## config.mk

```make
export PLATFORM = sky130hd
export DESIGN_NAME = hb_interp
export DESIGN_NICKNAME = d
export VERILOG_FILES = /design/src/rtl/hb_pkg.sv /design/src/rtl/hb_round_sat.sv /design/src/rtl/hb_interp.sv
export SDC_FILE = /design/constraint.sdc
export NUM_CORES = 1
export LEC_CHECK = 0
export ABC_AREA = 1
export BUFFER_PORTS_ARGS = -buffer_cell sky130_fd_sc_hd__buf_2
export CORE_AREA = 2 2 168 170
export DETAILED_ROUTE_END_ITERATION = 10
export DIE_AREA = 0 0 170 172
export PLACE_DENSITY = 0.82
export SYNTH_ARGS = -nofsm -noshare
export SYNTH_HDL_FRONTEND = slang
export SYNTH_HIERARCHICAL = 1
export SYNTH_SLANG_ARGS = --single-unit
```

## constraint.sdc

```tcl
create_clock -name clk -period 8.31 [get_ports clk]
set_input_delay 0.831 -clock clk [delete_from_list [all_inputs] [get_ports clk]]
set_output_delay 0.831 -clock clk [all_outputs]
set_load 0.05 [all_outputs]
```

## src/rtl/hb_pkg.sv

```systemverilog
// Shared halfband constants: Q15 coefficients (gain-2 scaled), datapath widths and FSM encodings.
// Used by the x2 interpolator and the hb1 decimator.
package hb_pkg;

    localparam int DATA_W = 16;
    localparam int COEF_W = 16;
    localparam int ACC_W  = 36;

    // C1 + C3 + C5 = 16384, which with the factor-2 interpolation gain gives unity DC gain
    localparam logic signed [COEF_W-1:0] C1 = 16'sd19200;
    localparam logic signed [COEF_W-1:0] C3 = -16'sd3200;
    localparam logic signed [COEF_W-1:0] C5 = 16'sd384;

    localparam logic [2:0] ST_IDLE   = 3'd0;
    localparam logic [2:0] ST_MAC1   = 3'd1;
    localparam logic [2:0] ST_MAC3   = 3'd2;
    localparam logic [2:0] ST_MAC5   = 3'd3;
    localparam logic [2:0] ST_EMIT_O = 3'd4;
    localparam logic [2:0] ST_WAIT   = 3'd5;
    localparam logic [2:0] ST_EMIT_E = 3'd6;

endpackage

```

## src/rtl/hb_round_sat.sv

```systemverilog
// Combinational round-half-up, arithmetic shift by FRAC and saturation from IN_W to OUT_W bits.
module hb_round_sat
    import hb_pkg::*;
#(
    parameter int IN_W  = ACC_W,
    parameter int OUT_W = DATA_W,
    parameter int FRAC  = 15
) (
    input  logic signed [IN_W-1:0]  acc_in,
    output logic signed [OUT_W-1:0] y_out
);

    localparam logic signed [IN_W-1:0] HALF  = {{(IN_W-1){1'b0}}, 1'b1} << (FRAC - 1);
    localparam logic signed [IN_W-1:0] MAX_V = {{(IN_W-OUT_W+1){1'b0}}, {(OUT_W-1){1'b1}}};
    localparam logic signed [IN_W-1:0] MIN_V = {{(IN_W-OUT_W+1){1'b1}}, {(OUT_W-1){1'b0}}};

    logic signed [IN_W-1:0] biased;
    logic signed [IN_W-1:0] shifted;

    always_comb begin
        biased  = acc_in + HALF;
        shifted = biased >>> FRAC;
        if (shifted > MAX_V) begin
            y_out = MAX_V[OUT_W-1:0];
        end else if (shifted < MIN_V) begin
            y_out = MIN_V[OUT_W-1:0];
        end else begin
            y_out = shifted[OUT_W-1:0];
        end
    end

endmodule

```

## src/rtl/hb_interp.sv

```systemverilog
// Halfband x2 interpolator: even phase is the centre-tap delay, odd phase a 3-coefficient
// symmetric sum computed on one shared multiplier over three cycles.
module hb_interp #(
    parameter int OUT_SPACING_CLKS = 12,
    parameter int DATA_W           = 16
) (
    input  logic                     clk,
    input  logic                     reset_n,
    input  logic signed [DATA_W-1:0] x_in,
    input  logic                     x_in_valid,
    output logic signed [DATA_W-1:0] y_out,
    output logic                     y_out_valid,
    output logic                     overrun
);

    import hb_pkg::*;

    localparam int PAIR_W = DATA_W + 1;
    localparam int PROD_W = PAIR_W + COEF_W;
    localparam int CNT_W  = (OUT_SPACING_CLKS > 1) ? $clog2(OUT_SPACING_CLKS) : 1;
    localparam logic [CNT_W-1:0] CNT_LOAD = CNT_W'(OUT_SPACING_CLKS - 1);
    localparam logic [CNT_W-1:0] CNT_ONE  = CNT_W'(1);

    logic [2:0]               state;
    logic [CNT_W-1:0]         cnt;
    logic signed [DATA_W-1:0] d [0:5];
    logic signed [ACC_W-1:0]  acc;

    logic signed [PAIR_W-1:0] pair;
    logic signed [COEF_W-1:0] coef;
    logic signed [PROD_W-1:0] prod;
    logic signed [DATA_W-1:0] rs_out;

    // Shared multiplier: pick the symmetric tap pair and coefficient for the current MAC step
    always_comb begin
        pair = '0;
        coef = '0;
        case (state)
            ST_MAC1: begin
                pair = PAIR_W'(d[2]) + PAIR_W'(d[3]);
                coef = C1;
            end
            ST_MAC3: begin
                pair = PAIR_W'(d[1]) + PAIR_W'(d[4]);
                coef = C3;
            end
            ST_MAC5: begin
                pair = PAIR_W'(d[0]) + PAIR_W'(d[5]);
                coef = C5;
            end
            default: begin
                pair = '0;
                coef = '0;
            end
        endcase
        prod = PROD_W'(pair) * PROD_W'(coef);
    end

    hb_round_sat #(
        .IN_W  (ACC_W),
        .OUT_W (DATA_W),
        .FRAC  (15)
    ) u_round_sat (
        .acc_in (acc),
        .y_out  (rs_out)
    );

    // Samples arriving outside IDLE are dropped so the delay line never shifts mid-computation
    always_ff @(posedge clk or negedge reset_n) begin
        if (!reset_n) begin
            state       <= ST_IDLE;
            cnt         <= '0;
            acc         <= '0;
            y_out       <= '0;
            y_out_valid <= 1'b0;
            overrun     <= 1'b0;
            for (int i = 0; i < 6; i++) begin
                d[i] <= '0;
            end
        end else begin
            y_out_valid <= 1'b0;
            if (x_in_valid && (state != ST_IDLE)) begin
                overrun <= 1'b1;
            end
            case (state)
                ST_IDLE: begin
                    if (x_in_valid) begin
                        for (int i = 5; i > 0; i--) begin
                            d[i] <= d[i-1];
                        end
                        d[0]  <= x_in;
                        acc   <= '0;
                        state <= ST_MAC1;
                    end
                end
                ST_MAC1: begin
                    acc   <= acc + ACC_W'(prod);
                    state <= ST_MAC3;
                end
                ST_MAC3: begin
                    acc   <= acc + ACC_W'(prod);
                    state <= ST_MAC5;
                end
                ST_MAC5: begin
                    acc   <= acc + ACC_W'(prod);
                    state <= ST_EMIT_O;
                end
                ST_EMIT_O: begin
                    y_out       <= rs_out;
                    y_out_valid <= 1'b1;
                    cnt         <= CNT_LOAD;
                    state       <= ST_WAIT;
                end
                ST_WAIT: begin
                    cnt <= cnt - CNT_ONE;
                    if (cnt <= CNT_ONE) begin
                        state <= ST_EMIT_E;
                    end
                end
                ST_EMIT_E: begin
                    y_out       <= d[2];
                    y_out_valid <= 1'b1;
                    state       <= ST_IDLE;
                end
                default: begin
                    state <= ST_IDLE;
                end
            endcase
        end
    end

endmodule

```

==> out/metrics.cfg, run 1 <==
[outcome]
status=finished clean

[worst_hold_path]
hold_path.class=in2async

[route]
wire_per_inst_um=16.7
first_iter_violations=1057
vias_per_cell=5.38
drc_errors=0
final_antenna_net_count=0
routed_wl_um=42400
drtPass1Iterations=5
vias=13700

[timing]
period_share_pct=86.4
max-slew-margin-rel_pct=24.8
finalMaxSlewViolations=0
rsz0062_at_grt=false
fin_tns_setup_ps=0
fmax_ghz=0.139
whs_ps=449
hold_viol=0
skew_ps=11.3
setup-violations-final=0
fin_crit_ps=7180
worst_slew_pin_slew_ps=1120

[clock_network]
clkTransAtPathRegs_ps=70
post_cts_resized=0
cts_tree=yes
cts_buffers=17
worstSkewPairLatency_ps=450
cts_buffer_depth=2
post_cts_buffers=0
postCtsHoldBufs=0
cts_sinks=150
ctsHtreeMaxLevel=4
cts_root_buffer=clkbuf_16

[critical_path]
reg2reg_depth=26
regToRegSetupSlack_ps=1130
setup.worst_path.class=reg2reg
r2r-end=acc[35]
worst_path_largest_cell_delay_ps=560
cp.arrival_ps=7510
cp_slowest_cell=fa_1
end_kind=register
crit_path_start=state[1]
worstReg2RegStart=state[1]
crit_path_start_kind=register
cp_max_fo=28
endpoint=acc[35]
required_ps=8630
cpMostUsedCell=fa_1

[global_routing]
grt_max_degree=102
grt_pass1_wl_um=69900
grt_usage_pct=30.9
gr-total-overflow=0
antenna_found_initial=1
grt_pass1_vias=13800

[final_layout]
regArea_um2=3750
antenna_cells=0
syn2layout_area_growth_pct=6.94
fill_cells=2443
multi_input_area_um2=10400
drive_gt1_share_pct=6.18
final_nets=2487

[placed_design]
hpwlAfterDp_um=34400
gp_congestion=0.998
port_buffers=36

[flow_run]
maxCapViolCount=0

[floorplan]
ios=37
initial_core_util_pct=58.0
die_h_um=172
die_w_um=170
die_area_um2=29200
core_um2=27500
fp-row-count=61

[synthesis]
yosys_warnings=6
syn-cell-area_um2=15900
postSynthAreaPerCell_um2=7.37
synth_fp_nets=2464
synthCells=2164

per-stage QoR:
step / instances / area (um^2) / worst slack, ps / utilization, %
floorplan: 2164 / 15900 / 2190 / -
global placement: 2514 / 16400 / 1300 / 59.8
detailed placement: 2514 / 16400 / 1250 / 59.8
CTS: 2546 / 17000 / 1130 / 62.0
global route: 2546 / 17000 / 661 / 62.0
finish: 2546 / 17000 / 1130 / 62.0
worst max-delay path, delay by kind of cell (launching register included):
family | cells | cell delay (ps)
adders and majority gates | 7 | 3430
buffers and inverters | 5 | 640
DFF | 1 | 410
and+or+nand+nor | 14 | 2570
flip-flops by register name, summed over array words and instances (netlist names):
| signal | flops |
|---|---|
| acc | 29 |
| y_out_valid | 1 |
| cnt | 4 |
| state | 3 |
| d | 96 |
| y_out | 16 |
| overrun | 1 |
worst min path at each step:
stage,depth (start not counted),from,end,slack (ps)
5_1_grt,1,overrun,overrun,490
3_5_place_dp,1,overrun,overrun,440
2_1_floorplan,2,d[0],d[0],460
6_report,1,reset_n,acc[35],450
4_1_cts,1,overrun,overrun,450
3_3_place_gp,1,overrun,overrun,430
area by class of cell:
type / count / share of cell area (%)
clock buffer: 19 / 2.54
clock inverter: 13 / 1.13
inverter: 441 / 9.71
multi-input combinational: 1536 / 60.7
sequential: 150 / 22.0
tap: 346 / 2.54
timing repair buffer: 41 / 1.31
cells in the final DEF (no fill, tap or decap), drive strengths merged, types with 2 or more instances in the layout:
cell type / instances
clkinv: 3
nand3b: 14
o21ai: 139
nor3: 20
o21a: 2
a21oi: 83
clkbuf: 19
nor2: 128
buf: 41
nand4: 20
or3: 2
o21bai: 7
dfrtp: 150
o22ai: 4
ha: 140
nand3: 103
inv: 445
xor2: 10
xnor2: 8
fa: 141
a22o: 3
mux2: 16
clkinvlp: 2
bufinv: 4
nand2: 674
or2: 9
and3: 2
and2: 6
per-layer routing:
layer  vias up  track usage (%)  wire length [um]
li1       6719                -                 -
met1      6475             39.4             17800
met2       426             53.1             20700
met3        83             4.33              2290
met4         2             12.6              1580
met5         -                0                13
Power of run 1 is left out: the tool's default activity adds up to more than one toggle a clock period on the data nets, which glitch-free logic cannot reach.
==> run 2: changes to the inputs <==
--- a/config.mk
+++ b/config.mk
@@ -10,7 +10,7 @@
 export CORE_AREA = 2 2 168 170
 export DETAILED_ROUTE_END_ITERATION = 10
 export DIE_AREA = 0 0 170 172
-export PLACE_DENSITY = 0.82
+export PLACE_DENSITY = 0.81
 export SYNTH_ARGS = -nofsm -noshare
 export SYNTH_HDL_FRONTEND = slang
 export SYNTH_HIERARCHICAL = 1
==> out/metrics.cfg, run 2 (same netlist as run 1, synthesis figures left out) <==
[outcome]
status=finished clean

[clock_network]
cts_buffers=17  ; unchanged
cts_tree=yes
cts_buffer_depth=2  ; unchanged
clkTransAtPathRegs_ps=70  ; about the same
post_cts_buffers=0  ; unchanged
postCtsHoldBufs=0  ; unchanged
ctsHtreeMaxLevel=4  ; unchanged
cts_root_buffer=clkbuf_16
worstSkewPairLatency_ps=450  ; about the same
post_cts_resized=0  ; unchanged
cts_sinks=150  ; unchanged

[global_routing]
gr-total-overflow=0  ; unchanged
grt_max_degree=102  ; unchanged
antenna_found_initial=0  ; -1
grt_pass1_vias=13900  ; +0.85%
grt_pass1_wl_um=71000  ; +1.5%
grt_usage_pct=31.4  ; +0.50 points

[floorplan]
core_um2=27500  ; unchanged
ios=37  ; unchanged
die_area_um2=29200  ; unchanged
fp-row-count=61  ; unchanged
initial_core_util_pct=58.0  ; unchanged
die_h_um=172  ; unchanged
die_w_um=170  ; unchanged

[critical_path]
cp_slowest_cell=fa_1
reg2reg_depth=32  ; +23%
regToRegSetupSlack_ps=1070  ; -50 ps
end_kind=register
setup.worst_path.class=reg2reg
worst_path_largest_cell_delay_ps=630  ; +70 ps
required_ps=8630  ; about the same
crit_path_start=d[64]
cpMostUsedCell=nand2_1
cp.arrival_ps=7560  ; +50 ps
cp_max_fo=5  ; -82%
r2r-end=acc[28]
worstReg2RegStart=d[64]
crit_path_start_kind=register

[final_layout]
final_cell_mix=nand2_1, inv_1, dfrtp_1
final_nets=2486  ; -0.040%
regMostFlops=d
syn2layout_area_growth_pct=6.59
drive_gt1_share_pct=6.18  ; about the same
largest_register_ff_count=96  ; unchanged
reg_top3=d (96), acc (29), y_out (16)
antenna_cells=0  ; unchanged
final_common_cell=nand2_1

[worst_hold_path]
hp-start=overrun
hold_end=overrun
hold_path_depth=1
hold_path.class=reg2reg

[route]
vias=13900  ; +1.2%
first_iter_violations=1251  ; +18%
final_antenna_net_count=0  ; unchanged
wire_per_inst_um=17.0  ; +2.3%
drc_errors=0  ; unchanged
routed_wl_um=43300  ; +2.2%
drtPass1Iterations=7  ; +2
vias_per_cell=5.45  ; +1.2%

[placed_design]
gp_congestion=1.01  ; +1.2%
hpwlAfterDp_um=34900  ; +1.4%
port_buffers=36  ; unchanged

[timing]
period_share_pct=87.1  ; +0.64 points
fmax_ghz=0.138  ; -0.74%
max-slew-margin-rel_pct=26.3  ; +1.4 points
fin_crit_ps=7240  ; +53.3 ps
worst_slew_pin_slew_ps=1100  ; -21.7 ps
fin_tns_setup_ps=0  ; unchanged
finalMaxSlewViolations=0  ; unchanged
rsz0062_at_grt=false
hold_viol=0  ; unchanged
setup-violations-final=0  ; unchanged
skew_ps=14.5  ; +3.17 ps

[flow_run]
maxCapViolCount=0  ; unchanged

run 2: cell types whose count changed in the layout (fill, tap and decap cells not counted):
cell | before | now
clkinv_4 | 1 | 2
inv_8 | 0 | 2
clkbuf_1 | 2 | 1
clkbuf_8 | 0 | 1
bufinv_16 | 4 | 1
buf_4 | 5 | 4
run 2: area by class of cell:
| cell class | instances | area, um^2 |
|---|---|---|
| well taps | 346 | 433 |
| inverters | 441 | 1660 |
| clock inverters | 13 | 134 |
| multi-input cells | 1536 | 10400 |
| flip-flops and latches | 150 | 3750 |
| fillers | 2479 | 10500 |
| clock buffers | 19 | 443 |
| repair buffers | 40 | 216 |
run 2: critical path: cells and delay by family, from the launching register on:
kind                       cells  cell delay (ps)
and+or+nand+nor               18             2260
DFF                            1              390
adders and majority gates      9             3890
buffers and inverters          5              540
run 2: per-stage QoR:
step | instance area [um^2] | hold slack [ps] | utilization, % | worst slack (ps) | std cells
floorplan | 15900 | 455 | - | 2190 | 2164
global placement | 16400 | 433 | 59.7 | 1290 | 2513
detailed placement | 16400 | 473 | 59.7 | 1270 | 2513
CTS | 17000 | 490 | 61.8 | 1180 | 2545
global route | 17000 | 510 | 61.8 | 635 | 2545
finish | 17000 | 484 | 61.8 | 1070 | 2545
run 2: worst max path at each step:
| stage | end | slack (ps) | depth (start not counted) |
|---|---|---|---|
| final | acc[28] | 1070 | 32 |
| after global routing | acc[28] | 640 | 32 |
| after CTS | acc[28] | 1180 | 32 |
| after detailed placement | acc[35] | 1270 | 26 |
| after global placement | acc[27] | 1290 | 25 |
| after floorplan | acc[34] | 2190 | 31 |
run 2: routing by layer:
layer  GRT usage [%]  share of wire [%]
met5               0                  0
met4            10.7                3.2
met3            3.46                5.0
met2            55.5                 50
met1            40.3                 42
Power of run 2 is left out for the same reason.
==> run 3: changes to the inputs <==
--- a/config.mk
+++ b/config.mk
@@ -6,7 +6,7 @@
 export NUM_CORES = 1
 export LEC_CHECK = 0
 export ABC_AREA = 1
-export BUFFER_PORTS_ARGS = -buffer_cell sky130_fd_sc_hd__buf_2
+export BUFFER_PORTS_ARGS = -buffer_cell sky130_fd_sc_hd__clkbuf_2
 export CORE_AREA = 2 2 168 170
 export DETAILED_ROUTE_END_ITERATION = 10
 export DIE_AREA = 0 0 170 172
==> out/metrics.cfg, run 3 (same netlist as run 1, synthesis figures left out) <==
[outcome]
status=finished clean

[clock_network]
post_cts_resized=0  ; unchanged
cts_tree=yes
worstSkewPairLatency_ps=450  ; about the same
cts_buffer_depth=2  ; unchanged
post_cts_buffers=0  ; unchanged
clkTransAtPathRegs_ps=70  ; about the same
postCtsHoldBufs=0  ; unchanged
cts_root_buffer=clkbuf_16
ctsHtreeMaxLevel=4  ; unchanged
cts_buffers=17  ; unchanged
cts_sinks=150  ; unchanged

[final_layout]
regArea_um2=3750  ; unchanged
final_cell_mix=nand2_1, inv_1, dfrtp_1
reg_top3=d (96), acc (29), y_out (16)
regMostFlops=d
syn2layout_area_growth_pct=6.70
largest_register_ff_count=96  ; unchanged
final_nets=2487  ; +0.040%
drive_gt1_share_pct=6.27  ; +0.088 points
multi_input_area_um2=10400  ; unchanged
fill_cells=2448  ; -1.3%
final_common_cell=nand2_1
utilization_pct=61.9  ; +0.068 points

[route]
drc_errors=0  ; unchanged
wl_met3_um=2310  ; +5.9%
highest_layer=met4
final_antenna_net_count=0  ; unchanged
wire_per_inst_um=17.2  ; +0.97%
vias_per_cell=5.45  ; about the same
vias=13900  ; +0.094%
first_iter_violations=1244  ; -0.56%
dr_wl_met2_um=21500  ; +0.25%
routed_wl_um=43800  ; +1.0%
wl_met1_um=18300  ; about the same
drtPass1Iterations=8  ; +1

[critical_path]
required_ps=8650  ; +20 ps
cp.arrival_ps=7470  ; -90 ps
worstReg2RegStart=state[1]
crit_path_start_kind=register
end_kind=register
cp_max_fo=28  ; +23
setup.worst_path.class=reg2reg
crit_path_start=state[1]

[timing]
skew_ps=10.0  ; -4.49 ps
hold_viol=0  ; unchanged
period_share_pct=85.8  ; -1.3 points
setup-violations-final=0  ; unchanged
fmax_ghz=0.140  ; +1.5%
setup_slack_ps=1180  ; +109 ps
finalMaxSlewViolations=0  ; unchanged
fin_tns_setup_ps=0  ; unchanged
worst_slew_pin_slew_ps=1160  ; +52.0 ps
fin_crit_ps=7130  ; -109 ps
max-slew-margin-rel_pct=22.8  ; -3.5 points
whs_ps=466  ; -17.6 ps
rsz0062_at_grt=false

[floorplan]
ios=37  ; unchanged
die_w_um=170  ; unchanged
die_h_um=172  ; unchanged
fp-row-count=61  ; unchanged
die_area_um2=29200  ; unchanged
initial_core_util_pct=58.0  ; unchanged
core_um2=27500  ; unchanged

[worst_hold_path]
hold_path.class=in2async

[flow_run]
maxCapViolCount=0  ; unchanged

[global_routing]
grt_max_degree=102  ; unchanged
grt_usage_pct=31.7  ; +0.32 points
antenna_found_initial=0  ; unchanged
gr-total-overflow=0  ; unchanged
grt_pass1_vias=14000  ; +0.87%
grt_pass1_wl_um=71600  ; +0.81%

[placed_design]
gp_congestion=0.980  ; -3.0%
port_buffers=36  ; unchanged
pre_cts_ws_ps=1230  ; -40.2 ps
hpwlAfterDp_um=35300  ; +1.4%

==> run 3: cell count changes in the layout (fill, tap and decap cells not counted) <==
cell / previous run / this run
buf_2: 35 / 0
clkbuf_2: 0 / 35
clkinv_8: 0 / 3
clkinvlp_4: 2 / 0
inv_8: 2 / 4
buf_4: 4 / 5
bufinv_16: 1 / 0
clkbuf_1: 1 / 0
clkbuf_8: 1 / 0
diode_2: 0 / 1
==> run 3: metrics by stage <==
stage,std cells,instance area (um^2)
after floorplan,2164,15900
after global placement,2514,16400
after detailed placement,2514,16400
after CTS,2546,17000
after global routing,2546,17000
final,2547,17000
==> run 3: routing by layer <==
layer	vias up	GRT usage [%]
li1	6726	-
met1	6594	40.3
met2	450	54.8
met3	109	4.51
met4	0	12.9
met5	-	0
==> run 3: area by class of cell <==
class	instances	share of cell area [%]
timing repair buffer	41	1.32
inverter	441	9.73
sequential	150	22.1
antenna	1	0.0147
clock inverter	15	0.942
clock buffer	17	2.50
multi-input combinational	1536	60.9
tap	346	2.55
==> run 3: critical path, cell delays in order, from the launching register on <==
cell and delay (ps):
dfrtp_1 400, inv_1 90, nor2_2 160, inv_2 90, nor2_8 410, inv_2 300
nor3_2 420, or2_1 180, inv_1 90, nand3_1 130, fa_1 460, fa_1 540
fa_1 560, inv_1 60, fa_1 570, fa_1 460, fa_1 500, ha_1 370
nand2_1 120, nor2_1 260, nand3_1 120, nand3_1 230, nand3_1 190, nand2_1 100
nand2_1 50, nand3_1 80, nand2_1 70
==> run 3: path summary, 6_finish.rpt <==
kind | to | slack [ps] | depth (start not counted)
setup / recovery | acc[35] | 1180 | 26
hold / removal | acc[33] | 470 | 1
setup reg to reg | acc[35] | 1180 | 26
hold reg to reg | overrun | 470 | 1
max in group asynchronous | d[17] | 6480 | 2
min in group clk | overrun | 470 | 1
Power of run 3 is left out for the same reason.
